==> src/rtl/ceyloniac_multi_cycle_ctrl_unit_if.sv <==
// Control bus between the CEYLONIAC multi-cycle datapath (master) and its control unit (slave).
// The datapath supplies opcode/overflow/enable; the control unit returns selects, enables and debug state.
interface ceyloniac_multi_cycle_ctrl_unit_if;
  logic [5:0] opcode;
  logic       overflow;
  logic       control_enable;
  logic [3:0] alu_op;
  logic       pc_write_cond;
  logic       pc_write;
  logic       i_or_d;
  logic       mem_read;
  logic       mem_write;
  logic       mem_to_reg;
  logic       ir_write;
  logic       alu_src_a;
  logic       reg_write;
  logic       reg_dst;
  logic       epc_write;
  logic       cause_write;
  logic [1:0] pc_source;
  logic [1:0] alu_src_b;
  logic       int_cause;
  logic [3:0] current_state;

  modport master (
    output opcode, overflow, control_enable,
    input  alu_op, pc_write_cond, pc_write, i_or_d, mem_read, mem_write, mem_to_reg, ir_write,
    input  alu_src_a, reg_write, reg_dst, epc_write, cause_write, pc_source, alu_src_b,
    input  int_cause, current_state
  );

  modport slave (
    input  opcode, overflow, control_enable,
    output alu_op, pc_write_cond, pc_write, i_or_d, mem_read, mem_write, mem_to_reg, ir_write,
    output alu_src_a, reg_write, reg_dst, epc_write, cause_write, pc_source, alu_src_b,
    output int_cause, current_state
  );
endinterface

==> src/rtl/ceyloniac_multi_cycle_ctrl_unit.sv <==
// Moore control FSM for the CEYLONIAC multi-cycle datapath: sequences each instruction through
// fetch/decode/execute/memory/writeback and raises the EPC/Cause exception path.
module ceyloniac_multi_cycle_ctrl_unit (
  input  logic                              clk,
  input  logic                              reset,
  ceyloniac_multi_cycle_ctrl_unit_if.slave  bus
);

  localparam logic [5:0] OP_RTYPE = 6'b000000;
  localparam logic [5:0] OP_LOAD  = 6'b010001;
  localparam logic [5:0] OP_STORE = 6'b010010;
  localparam logic [5:0] OP_WBIT  = 6'b010101;
  localparam logic [5:0] OP_BREQ  = 6'b011001;
  localparam logic [5:0] OP_JMP   = 6'b011100;

  typedef enum logic [3:0] {
    S_FETCH    = 4'd0,
    S_DECODE   = 4'd1,
    S_MEM_ADDR = 4'd2,
    S_MEM_RD   = 4'd3,
    S_MEM_WB   = 4'd4,
    S_MEM_WR   = 4'd5,
    S_EXEC     = 4'd6,
    S_R_WB     = 4'd7,
    S_BRANCH   = 4'd8,
    S_JUMP     = 4'd9,
    S_IMM_EXEC = 4'd10,
    S_IMM_WB   = 4'd11,
    S_EXC      = 4'd12
  } state_e;

  state_e state_q, state_d;
  logic   cause_q, cause_d;
  // Opcode is only looked at in DECODE, so remember load-vs-store for the MEM_ADDR branch.
  logic   is_load_q, is_load_d;

  logic [3:0] alu_op_s;
  logic       pc_write_cond_s, pc_write_s, i_or_d_s, mem_read_s, mem_write_s, mem_to_reg_s;
  logic       ir_write_s, alu_src_a_s, reg_write_s, reg_dst_s, epc_write_s, cause_write_s;
  logic [1:0] pc_source_s, alu_src_b_s;
  logic       int_cause_s;
  logic       out_en_s;

  // State, cause and load-flag registers
  always_ff @(posedge clk or negedge reset) begin
    if (!reset) begin
      state_q   <= S_FETCH;
      cause_q   <= 1'b0;
      is_load_q <= 1'b0;
    end else begin
      state_q   <= state_d;
      cause_q   <= cause_d;
      is_load_q <= is_load_d;
    end
  end

  // Next-state logic; a deasserted enable freezes everything
  always_comb begin
    state_d   = state_q;
    cause_d   = cause_q;
    is_load_d = is_load_q;
    if (bus.control_enable) begin
      case (state_q)
        S_FETCH: state_d = S_DECODE;
        S_DECODE: begin
          is_load_d = (bus.opcode == OP_LOAD);
          case (bus.opcode)
            OP_LOAD, OP_STORE: state_d = S_MEM_ADDR;
            OP_RTYPE:          state_d = S_EXEC;
            OP_BREQ:           state_d = S_BRANCH;
            OP_JMP:            state_d = S_JUMP;
            OP_WBIT:           state_d = S_IMM_EXEC;
            default: begin
              state_d = S_EXC;
              cause_d = 1'b0;
            end
          endcase
        end
        S_MEM_ADDR: state_d = is_load_q ? S_MEM_RD : S_MEM_WR;
        S_MEM_RD:   state_d = S_MEM_WB;
        S_EXEC, S_IMM_EXEC: begin
          if (bus.overflow) begin
            state_d = S_EXC;
            cause_d = 1'b1;
          end else begin
            state_d = (state_q == S_EXEC) ? S_R_WB : S_IMM_WB;
          end
        end
        S_MEM_WB, S_MEM_WR, S_R_WB, S_BRANCH, S_JUMP, S_IMM_WB, S_EXC: state_d = S_FETCH;
        default: state_d = S_FETCH;
      endcase
    end else begin
      state_d = state_q;
    end
  end

  // Moore output decode from the state register (ungated)
  always_comb begin
    alu_op_s        = 4'b0000;
    pc_write_cond_s = 1'b0;
    pc_write_s      = 1'b0;
    i_or_d_s        = 1'b0;
    mem_read_s      = 1'b0;
    mem_write_s     = 1'b0;
    mem_to_reg_s    = 1'b0;
    ir_write_s      = 1'b0;
    alu_src_a_s     = 1'b0;
    reg_write_s     = 1'b0;
    reg_dst_s       = 1'b0;
    epc_write_s     = 1'b0;
    cause_write_s   = 1'b0;
    pc_source_s     = 2'b00;
    alu_src_b_s     = 2'b00;
    int_cause_s     = 1'b0;
    case (state_q)
      S_FETCH: begin
        mem_read_s  = 1'b1;
        ir_write_s  = 1'b1;
        pc_write_s  = 1'b1;
        alu_src_b_s = 2'b01;
      end
      S_DECODE: alu_src_b_s = 2'b11;
      S_MEM_ADDR: begin
        alu_src_a_s = 1'b1;
        alu_src_b_s = 2'b10;
      end
      S_MEM_RD: begin
        mem_read_s = 1'b1;
        i_or_d_s   = 1'b1;
      end
      S_MEM_WB: begin
        reg_write_s  = 1'b1;
        mem_to_reg_s = 1'b1;
      end
      S_MEM_WR: begin
        mem_write_s = 1'b1;
        i_or_d_s    = 1'b1;
      end
      S_EXEC: begin
        alu_src_a_s = 1'b1;
        alu_op_s    = 4'b0010;
      end
      S_R_WB: begin
        reg_write_s = 1'b1;
        reg_dst_s   = 1'b1;
      end
      S_BRANCH: begin
        alu_src_a_s     = 1'b1;
        alu_op_s        = 4'b0001;
        pc_write_cond_s = 1'b1;
        pc_source_s     = 2'b01;
      end
      S_JUMP: begin
        pc_write_s  = 1'b1;
        pc_source_s = 2'b10;
      end
      S_IMM_EXEC: begin
        alu_src_a_s = 1'b1;
        alu_src_b_s = 2'b10;
        alu_op_s    = 4'b0011;
      end
      S_IMM_WB: reg_write_s = 1'b1;
      S_EXC: begin
        // ALU computes PC-4 so EPC holds the faulting instruction's address
        epc_write_s   = 1'b1;
        cause_write_s = 1'b1;
        pc_write_s    = 1'b1;
        pc_source_s   = 2'b11;
        alu_src_b_s   = 2'b01;
        alu_op_s      = 4'b0001;
        int_cause_s   = cause_q;
      end
      default: alu_op_s = 4'b0000;
    endcase
  end

  // Outputs are forced low while in reset as well as while disabled
  assign out_en_s = bus.control_enable & reset;

  assign bus.alu_op        = out_en_s ? alu_op_s    : 4'b0000;
  assign bus.pc_source     = out_en_s ? pc_source_s : 2'b00;
  assign bus.alu_src_b     = out_en_s ? alu_src_b_s : 2'b00;
  assign bus.pc_write_cond = out_en_s & pc_write_cond_s;
  assign bus.pc_write      = out_en_s & pc_write_s;
  assign bus.i_or_d        = out_en_s & i_or_d_s;
  assign bus.mem_read      = out_en_s & mem_read_s;
  assign bus.mem_write     = out_en_s & mem_write_s;
  assign bus.mem_to_reg    = out_en_s & mem_to_reg_s;
  assign bus.ir_write      = out_en_s & ir_write_s;
  assign bus.alu_src_a     = out_en_s & alu_src_a_s;
  assign bus.reg_write     = out_en_s & reg_write_s;
  assign bus.reg_dst       = out_en_s & reg_dst_s;
  assign bus.epc_write     = out_en_s & epc_write_s;
  assign bus.cause_write   = out_en_s & cause_write_s;
  assign bus.int_cause     = out_en_s & int_cause_s;
  assign bus.current_state = state_q;

endmodule

==> src/flat_wrapper.sv <==
// flat-port wrapper written by rule: the top's interface ports become plain ports
module ceyloniac_multi_cycle_ctrl_unit_flat 
  (clk, reset, bus_opcode, bus_overflow, bus_control_enable, bus_alu_op, bus_pc_write_cond, bus_pc_write, bus_i_or_d, bus_mem_read, bus_mem_write, bus_mem_to_reg, bus_ir_write, bus_alu_src_a, bus_reg_write, bus_reg_dst, bus_epc_write, bus_cause_write, bus_pc_source, bus_alu_src_b, bus_int_cause, bus_current_state);
  ceyloniac_multi_cycle_ctrl_unit_if bus_i ();
  input  logic clk;
  input  logic reset;
  input wire logic [$bits(bus_i.opcode)-1:0] bus_opcode;
  input wire logic [$bits(bus_i.overflow)-1:0] bus_overflow;
  input wire logic [$bits(bus_i.control_enable)-1:0] bus_control_enable;
  output wire logic [$bits(bus_i.alu_op)-1:0] bus_alu_op;
  output wire logic [$bits(bus_i.pc_write_cond)-1:0] bus_pc_write_cond;
  output wire logic [$bits(bus_i.pc_write)-1:0] bus_pc_write;
  output wire logic [$bits(bus_i.i_or_d)-1:0] bus_i_or_d;
  output wire logic [$bits(bus_i.mem_read)-1:0] bus_mem_read;
  output wire logic [$bits(bus_i.mem_write)-1:0] bus_mem_write;
  output wire logic [$bits(bus_i.mem_to_reg)-1:0] bus_mem_to_reg;
  output wire logic [$bits(bus_i.ir_write)-1:0] bus_ir_write;
  output wire logic [$bits(bus_i.alu_src_a)-1:0] bus_alu_src_a;
  output wire logic [$bits(bus_i.reg_write)-1:0] bus_reg_write;
  output wire logic [$bits(bus_i.reg_dst)-1:0] bus_reg_dst;
  output wire logic [$bits(bus_i.epc_write)-1:0] bus_epc_write;
  output wire logic [$bits(bus_i.cause_write)-1:0] bus_cause_write;
  output wire logic [$bits(bus_i.pc_source)-1:0] bus_pc_source;
  output wire logic [$bits(bus_i.alu_src_b)-1:0] bus_alu_src_b;
  output wire logic [$bits(bus_i.int_cause)-1:0] bus_int_cause;
  output wire logic [$bits(bus_i.current_state)-1:0] bus_current_state;
  assign bus_i.opcode = bus_opcode;
  assign bus_i.overflow = bus_overflow;
  assign bus_i.control_enable = bus_control_enable;
  assign bus_alu_op = bus_i.alu_op;
  assign bus_pc_write_cond = bus_i.pc_write_cond;
  assign bus_pc_write = bus_i.pc_write;
  assign bus_i_or_d = bus_i.i_or_d;
  assign bus_mem_read = bus_i.mem_read;
  assign bus_mem_write = bus_i.mem_write;
  assign bus_mem_to_reg = bus_i.mem_to_reg;
  assign bus_ir_write = bus_i.ir_write;
  assign bus_alu_src_a = bus_i.alu_src_a;
  assign bus_reg_write = bus_i.reg_write;
  assign bus_reg_dst = bus_i.reg_dst;
  assign bus_epc_write = bus_i.epc_write;
  assign bus_cause_write = bus_i.cause_write;
  assign bus_pc_source = bus_i.pc_source;
  assign bus_alu_src_b = bus_i.alu_src_b;
  assign bus_int_cause = bus_i.int_cause;
  assign bus_current_state = bus_i.current_state;
  ceyloniac_multi_cycle_ctrl_unit u_core (.clk(clk), .reset(reset), .bus(bus_i));
endmodule
==> config.mk <==
export PLATFORM = sky130hd
export DESIGN_NAME = ceyloniac_multi_cycle_ctrl_unit_flat
export DESIGN_NICKNAME = d
export VERILOG_FILES = /design/src/rtl/ceyloniac_multi_cycle_ctrl_unit_if.sv /design/src/rtl/ceyloniac_multi_cycle_ctrl_unit.sv /design/src/flat_wrapper.sv
export SDC_FILE = /design/constraint.sdc
export NUM_CORES = 1
export LEC_CHECK = 0
export ABC_AREA = 1
export CAP_MARGIN = 20
export CORE_MARGIN = 5
export CORE_UTILIZATION = 39
export DETAILED_ROUTE_END_ITERATION = 8
export PLACE_DENSITY_LB_ADDON = 0.05
export SETUP_SLACK_MARGIN = 0.3
export SKIP_LAST_GASP = 1
export SLEW_MARGIN = 20
export SYNTH_ARGS = -nofsm -noshare
export SYNTH_HDL_FRONTEND = slang
export SYNTH_SLANG_ARGS = --single-unit
==> constraint.sdc <==
create_clock -name clk -period 1.5 [get_ports clk]
set_clock_uncertainty 0.2 [all_clocks]
set_input_delay 0.225 -clock clk [delete_from_list [all_inputs] [get_ports clk]]
set_output_delay 0.225 -clock clk [all_outputs]
set_load 0.01 [all_outputs]
==> impl_metrics.yaml, run 1 <==
clocking:
  cts_inserted_buffers: 3
  cts_sinks: 6
  htree_levels: 1
  root_buffer: "clkbuf_4"
  clockBufferDepth: 2
synthesis:
  netlist_area_um2: 698
  synth-edff-count: 0
  synth.distinct_cells: 22
  syn_avg_cell_area_um2: 5.50
  synth_area_leader_cell: "dfrtp_1"
  synth_top_area_frac: 0.215
  synth_top_family_by_area: "simple AND/OR/NAND/NOR gates"
  synth_xor_area_frac: 0
  yosysWarnings: 0
  async_reset_ff_frac: 1.00
  syn_inst: 127
  synth_simple_gate_area_share: 0.452
  synth-compound-area-share: 0.149
  synth_common_cells: "nand2_1, inv_1, nor2_1"
  synthTopCellsByArea: "dfrtp_1, nand2_1, inv_1, nor2_1, a21oi_1"
  synthFlopType: "dfrtp_1"
  synthAdderAreaFrac: 0
  muxShareOfSynthArea: 0
  synth.yosys.seq_area_share: 0.215
  synth_seq_cells: 6
  yosysMostFrequentCell: "nand2_1"
place:
  dp.cells: 212
  numPortBuffers: 32
  post-dp-hpwl_um: 2100
  place_congestion: 0.891
run_status:
  status: "stopped before the end"
  haltStage: "global routing (5_1_grt)"
  firstError: "[ERROR DPL-0038] Utilization greater than 100%, impossible to legalize"
die:
  design.portCount: 35
  fp.dieH_um: 52.3
  rows: 15
  die_width_um: 52.3
  initial_core_util: 0.409
sta:
  worstEpCategory: "output port"
  crit_endpoint: "bus_alu_src_b[1]"
grt:
  grt_max_degree: 10
-- cell families after synthesis --
kind of cell,count (synthesis)
DFF,6
other,1
and+or+nand+nor,72
buffers and inverters,29
AOI/OAI and AO/OA,19
-- per-stage QoR --
step                      cell area [um2]  setup slack [ns]  hold WS, ns  utilization  TNS [ns]
after floorplan                       766            0.0385       -0.271            -         0
after global placement               1330            -0.738        0.260        0.779    -13.24
after detailed placement             1330            -0.806        0.278        0.779    -13.67
after CTS                            1610            -0.317        0.285        0.941     -5.33
-- what timing repair did --
action	in CTS
resized for setup	159
hold endpoints to repair	6
pin swaps	22
hold buffers	1
setup buffers	13
endpoints found under the setup margin	29
==> run 2: changes to the inputs <==
--- a/config.mk
+++ b/config.mk
@@ -7,11 +7,10 @@
 export LEC_CHECK = 0
 export ABC_AREA = 1
 export CAP_MARGIN = 20
-export CORE_MARGIN = 5
-export CORE_UTILIZATION = 39
+export CORE_AREA = 5 5 66 68
 export DETAILED_ROUTE_END_ITERATION = 8
-export PLACE_DENSITY_LB_ADDON = 0.05
-export SETUP_SLACK_MARGIN = 0.3
+export DIE_AREA = 0 0 71 73
+export PLACE_DENSITY_LB_ADDON = 0.15
 export SKIP_LAST_GASP = 1
 export SLEW_MARGIN = 20
 export SYNTH_ARGS = -nofsm -noshare
==> impl_metrics.yaml, run 2 <==
synthesis:
  synth_common_cells: "nand2_1, inv_1, nor2_1"
  async_reset_ff_frac: 1.00
  synth_top_area_frac: 0.215
  synth_seq_cells: 6
  yosysMostFrequentCell: "nand2_1"
  synth.yosys.seq_area_share: 0.215
  synth-edff-count: 0
  synthFlopType: "dfrtp_1"
  synth_area_leader_cell: "dfrtp_1"
  syn_inst: 127
  synthTopCellsByArea: "dfrtp_1, nand2_1, inv_1, nor2_1, a21oi_1"
  synth.distinct_cells: 22
  netlist_area_um2: 698
  syn_avg_cell_area_um2: 5.50
  yosysWarnings: 0
power_and_ir_drop:
  leakage_nw: 0.892
  p_per_area_nw_per_um2: 1300
  peakVddDrop_mv: 0.442
routing:
  dr.pass1.iters: 4
  vias: 1048
  drt-wirelength-per-cell_um: 11.3
  viasPerCell: 4.14
  ant_nets: 0
  drc: 0
  first_iter_violations: 19
  wl_um: 2870
sta:
  hold-worst-slack_ns: 0.289
  grt_setup_unrepaired: "yes"
  final_max_slew_viol_count: 0
  hold_viol: 0
  fin_crit_ns: 1.79
  setup_slack_ns: -0.294
  setup_viol: 26
  max_freq_ghz: 0.557
  fin_crit_sh: 1.20
  tns_ns: -4.84
die:
  die_area_um2: 5180
  fp.dieH_um: 73
  die_width_um: 71
  rows: 23
  design.portCount: 35
  initial_core_util: 0.184
  core-area_um2: 3800
setup_path:
  critPathKind: "reg -> out"
  setup.worst_path.start_class: "flop"
  endpoint_kind: "output pin"
  required_ns: 1.07
  crit_arrival_ns: 1.37
  crit_fanout: 4
clocking:
  clk_pin_slew_ns: 0.04
  cts_tree: "yes"
  htree_levels: 1
  cts_sinks: 6
  clk_latency_ns: 0.22
  clockBufferDepth: 2
  root_buffer: "clkbuf_8"
  cts_inserted_buffers: 3
finish:
  antenna_cells: 0
  syn_to_final_growth_pct: 130
  largest_reg_flops: 4
  final_common_cell: "buf_4"
  layout_common_cells: "buf_4, nand2_1, buf_2, inv_1, buf_6"
  drive_gt1_frac: 0.631
  finalNonFillerCells: 253
  finish.instance_area_um2: 1610
  fin_nets: 215
grt:
  grt_pass1_wl_um: 4690
  grt_busiest_layer: "met2"
  use_met1: 0.113
  grt_max_degree: 10
  overflow: 0
  track_usage: 0.113
  grt_pass1_vias: 1070
  grt_use_met2: 0.229
  antenna_found_initial: 0
  use_met3: 0.0317
run_status:
  failed_checks: "negative setup slack"
  status: "finished, violations left"
place:
  place_congestion: 0.880
  numPortBuffers: 32
  post-dp-hpwl_um: 2190
  dp.cells: 238
  place_area_um2: 1310
worst_hold_path:
  min_path_type: "reg -> reg"
run:
  cap_violations: 0
run 2: cell type report:
| cell class | instances | area [um2] |
|---|---|---|
| Clock buffer | 3 | 41.3 |
| Fill cell | 418 | 2190 |
| Inverter | 24 | 100 |
| Multi-Input combinational cell | 93 | 643 |
| Sequential cell | 6 | 155 |
| Tap cell | 50 | 62.6 |
| Timing Repair Buffer | 77 | 604 |
run 2: kinds of logic (layout without fill, tap and decap cells):
group	after synthesis	count (layout)	synth area share
and+or+nand+nor	72	72	0.452
buffers and inverters	29	104	0.179
AOI/OAI and AO/OA	19	19	0.149
DFF	6	6	0.215
other	1	2	0.00537
run 2: worst paths after layout:
check                                                         from                                      end  slack [ns]  cells past startpoint
min reg2reg                             u_core.cause_q$_DFFE_PN0P_               u_core.cause_q$_DFFE_PN0P_        0.29                      2
min                                     u_core.cause_q$_DFFE_PN0P_               u_core.cause_q$_DFFE_PN0P_        0.29                      2
max                        u_core.bus.current_state[3]$_DFFE_PN0P_                            bus_alu_op[0]       -0.29                      7
max reg2reg                u_core.bus.current_state[2]$_DFFE_PN0P_  u_core.bus.current_state[0]$_DFFE_PN0P_       -0.14                     10
min in group asynchronous                                    reset  u_core.bus.current_state[3]$_DFFE_PN0P_        0.38                      3
max in group asynchronous                                    reset  u_core.bus.current_state[1]$_DFFE_PN0P_        0.59                      3
run 2: per-stage QoR:
stage	worst slack (ns)	total power, W	utilization
after global routing	-0.361	0.00225	0.423
after detailed placement	-0.762	0.00141	0.345
after global placement	-0.704	0.00141	0.345
final	-0.294	0.00208	0.423
after CTS	-0.280	0.00191	0.396
after floorplan	0.00851	0.000781	-
run 2: critical path, stage by stage (launching register included):
cell and delay [ns]:
dfrtp_2 0.41, inv_4 0.06, buf_4 0.13, buf_4 0.14
nor3_4 0.20, a21oi_2 0.05, inv_1 0.05, buf_2 0.12
run 2: power breakdown:
group	leakage (nW)	switching (W)	internal (W)	total (W)
Clock	0.0216	0.0000665	0.000172	0.000239
Sequential	0.0725	0.0000930	0.000227	0.000320
Combinational	0.798	0.000780	0.000741	0.00152
run 2: per-layer routing:
layer | share of wire | wire length (um) | up-vias
met1 | 0.40 | 1140 | 467
met5 | 0 | 0 | -
met4 | 0.0080 | 23 | 0
met2 | 0.53 | 1510 | 31
li1 | - | - | 546
met3 | 0.068 | 195 | 4
run 2: timing repair:
item                                    in CTS  in global routing
endpoints found under the setup margin      29                 29
pin swaps                                   15                 19
hold buffers                                 1                  0
gates cloned                                 1                  0
gates resized for setup                    145                 27
buffers inserted                             7                  5
hold endpoints to repair                     6                  0
No activity file was read; power rests on OpenSTA's default activity.
==> run 3: changes to the inputs <==
--- a/config.mk
+++ b/config.mk
@@ -6,6 +6,7 @@
 export NUM_CORES = 1
 export LEC_CHECK = 0
 export ABC_AREA = 1
+export ABC_CLOCK_PERIOD_IN_PS = 1500
 export CAP_MARGIN = 20
 export CORE_AREA = 5 5 66 68
 export DETAILED_ROUTE_END_ITERATION = 8
==> results of run 3 <==
No change in the layout: final DEF, timing and power equal those of run 2.
==> run 4: changes to the inputs <==
--- a/config.mk
+++ b/config.mk
@@ -11,7 +11,7 @@
 export CORE_AREA = 5 5 66 68
 export DETAILED_ROUTE_END_ITERATION = 8
 export DIE_AREA = 0 0 71 73
-export PLACE_DENSITY_LB_ADDON = 0.15
+export PLACE_DENSITY_LB_ADDON = 0.1
 export SKIP_LAST_GASP = 1
 export SLEW_MARGIN = 20
 export SYNTH_ARGS = -nofsm -noshare
==> impl_metrics.yaml, run 4 (synthesis results as in run 2) <==
clocking:
  cts_inserted_buffers: 3
  clk_pin_slew_ns: 0.04
  htree_levels: 1
  cts_tree: "yes"
  cts_sinks: 6
  root_buffer: "clkbuf_8"
  clk_latency_ns: 0.23
  clockBufferDepth: 2
finish:
  layout_common_cells: "buf_4, nand2_1, buf_2, inv_1, buf_6"
  largest_reg_flops: 4
  syn_to_final_growth_pct: 145
  antenna_cells: 0
  final_util: 0.450
  area.sequential_um2: 155
  multi_input_area_um2: 668
  drive_gt1_frac: 0.635
  fin_nets: 219
  final_common_cell: "buf_4"
  finalNonFillerCells: 258
  nFillCells: 398
run_status:
  failed_checks: "negative setup slack"
  status: "finished, violations left"
place:
  dp.cells: 237
  numPortBuffers: 32
  place_congestion: 0.838
  post-dp-hpwl_um: 2230
  dp_slack_ns: -0.754
setup_path:
  endpoint_kind: "output pin"
  crit_arrival_ns: 1.37
  setup.worst_path.start_class: "flop"
  crit_fanout: 5
  rr_startpoint: "u_core.bus.current_state[2]$_DFFE_PN0P_"
  critPathKind: "reg -> out"
  required_ns: 1.07
  crit_start: "u_core.bus.current_state[2]$_DFFE_PN0P_"
die:
  core-area_um2: 3800
  die_area_um2: 5180
  fp.dieH_um: 73
  design.portCount: 35
  rows: 23
  die_width_um: 71
  initial_core_util: 0.184
routing:
  vias: 1094
  first_iter_violations: 23
  ant_nets: 0
  drt-wirelength-per-cell_um: 11.5
  drc: 0
  dr.pass1.iters: 4
  viasPerCell: 4.24
  wl_um: 2970
power_and_ir_drop:
  peakVddDrop_mv: 0.432
  leakage_nw: 0.903
  p_per_area_nw_per_um2: 1370
sta:
  max_freq_ghz: 0.556
  hold_viol: 0
  fin_crit_sh: 1.20
  setup_viol: 25
  hold-worst-slack_ns: 0.282
  grt_setup_unrepaired: "yes"
  setup_slack_ns: -0.298
  tns_ns: -4.91
  fin_crit_ns: 1.80
  final_max_slew_viol_count: 0
grt:
  grt_pass1_wl_um: 5000
  grt_max_degree: 10
  grt_pass1_vias: 1060
  overflow: 0
  track_usage: 0.123
  antenna_found_initial: 0
run:
  cap_violations: 0
worst_hold_path:
  hp-start: "u_core.cause_q$_DFFE_PN0P_"
  min_path_type: "reg -> reg"
run 4: changes by cell type in the layout (fill, tap and decap cells not counted), sizes merged:
| cell | before | now |
|---|---|---|
| clkdlybuf4s50 | 3 | 5 |
| buf | 63 | 68 |
| bufbuf | 0 | 1 |
| dlymetal6s2s | 2 | 0 |
| clkbuf | 5 | 4 |
run 4: area by class of cell:
type                       instances  share of cell area
timing repair buffer              81               0.399
inverter                          24              0.0571
clock buffer                       4              0.0263
tap                               50              0.0366
sequential                         6              0.0907
multi-input combinational         93               0.391
run 4: path summary, 6_finish.rpt:
kind	to	slack (ns)	depth (start not counted)
setup / recovery	bus_alu_src_b[1]	-0.30	7
hold / removal	u_core.cause_q$_DFFE_PN0P_	0.28	2
setup reg to reg	u_core.cause_q$_DFFE_PN0P_	-0.15	10
hold reg to reg	u_core.cause_q$_DFFE_PN0P_	0.28	2
max in group asynchronous	u_core.bus.current_state[2]$_DFFE_PN0P_	0.58	3
min in group asynchronous	u_core.bus.current_state[0]$_DFFE_PN0P_	0.39	3
run 4: metal layers:
metal / vias to the layer above / global-route usage / routed length [um]
met5: - / 0 / 0
met4: 0 / 0.0731 / 129
met3: 10 / 0.0207 / 189
met2: 40 / 0.229 / 1520
met1: 486 / 0.128 / 1130
li1: 558 / - / -
run 4: per-stage QoR:
| step | instance area [um2] | power [W] |
|---|---|---|
| 3_3_place_gp | 1300 | 0.00140 |
| 4_1_cts | 1550 | 0.00207 |
| 2_1_floorplan | 716 | 0.000781 |
| 5_1_grt | 1710 | 0.00251 |
| 6_report | 1710 | 0.00234 |
| 3_5_place_dp | 1300 | 0.00140 |
run 4: power breakdown:
part,switching [W],internal [W],total (W)
combinational,0.000858,0.000902,0.00176
clock,0.0000801,0.000184,0.000264
sequential,0.0000848,0.000227,0.000312
run 4: timing repair:
action,in CTS,in global routing
gates cloned,1,0
pin swaps,11,11
hold buffers,1,0
gates resized for setup,136,38
endpoints found under the setup margin,28,28
setup buffers,11,7
endpoints found under the hold margin,6,0
run 4: critical path, stage by stage, from the launching register on:
cell and delay, ns:
dfrtp_2 0.44, inv_4 0.09, nand2_4 0.07, buf_12 0.13, nor2_4 0.11, a21oi_2 0.04, nor2_1 0.11, buf_2 0.15
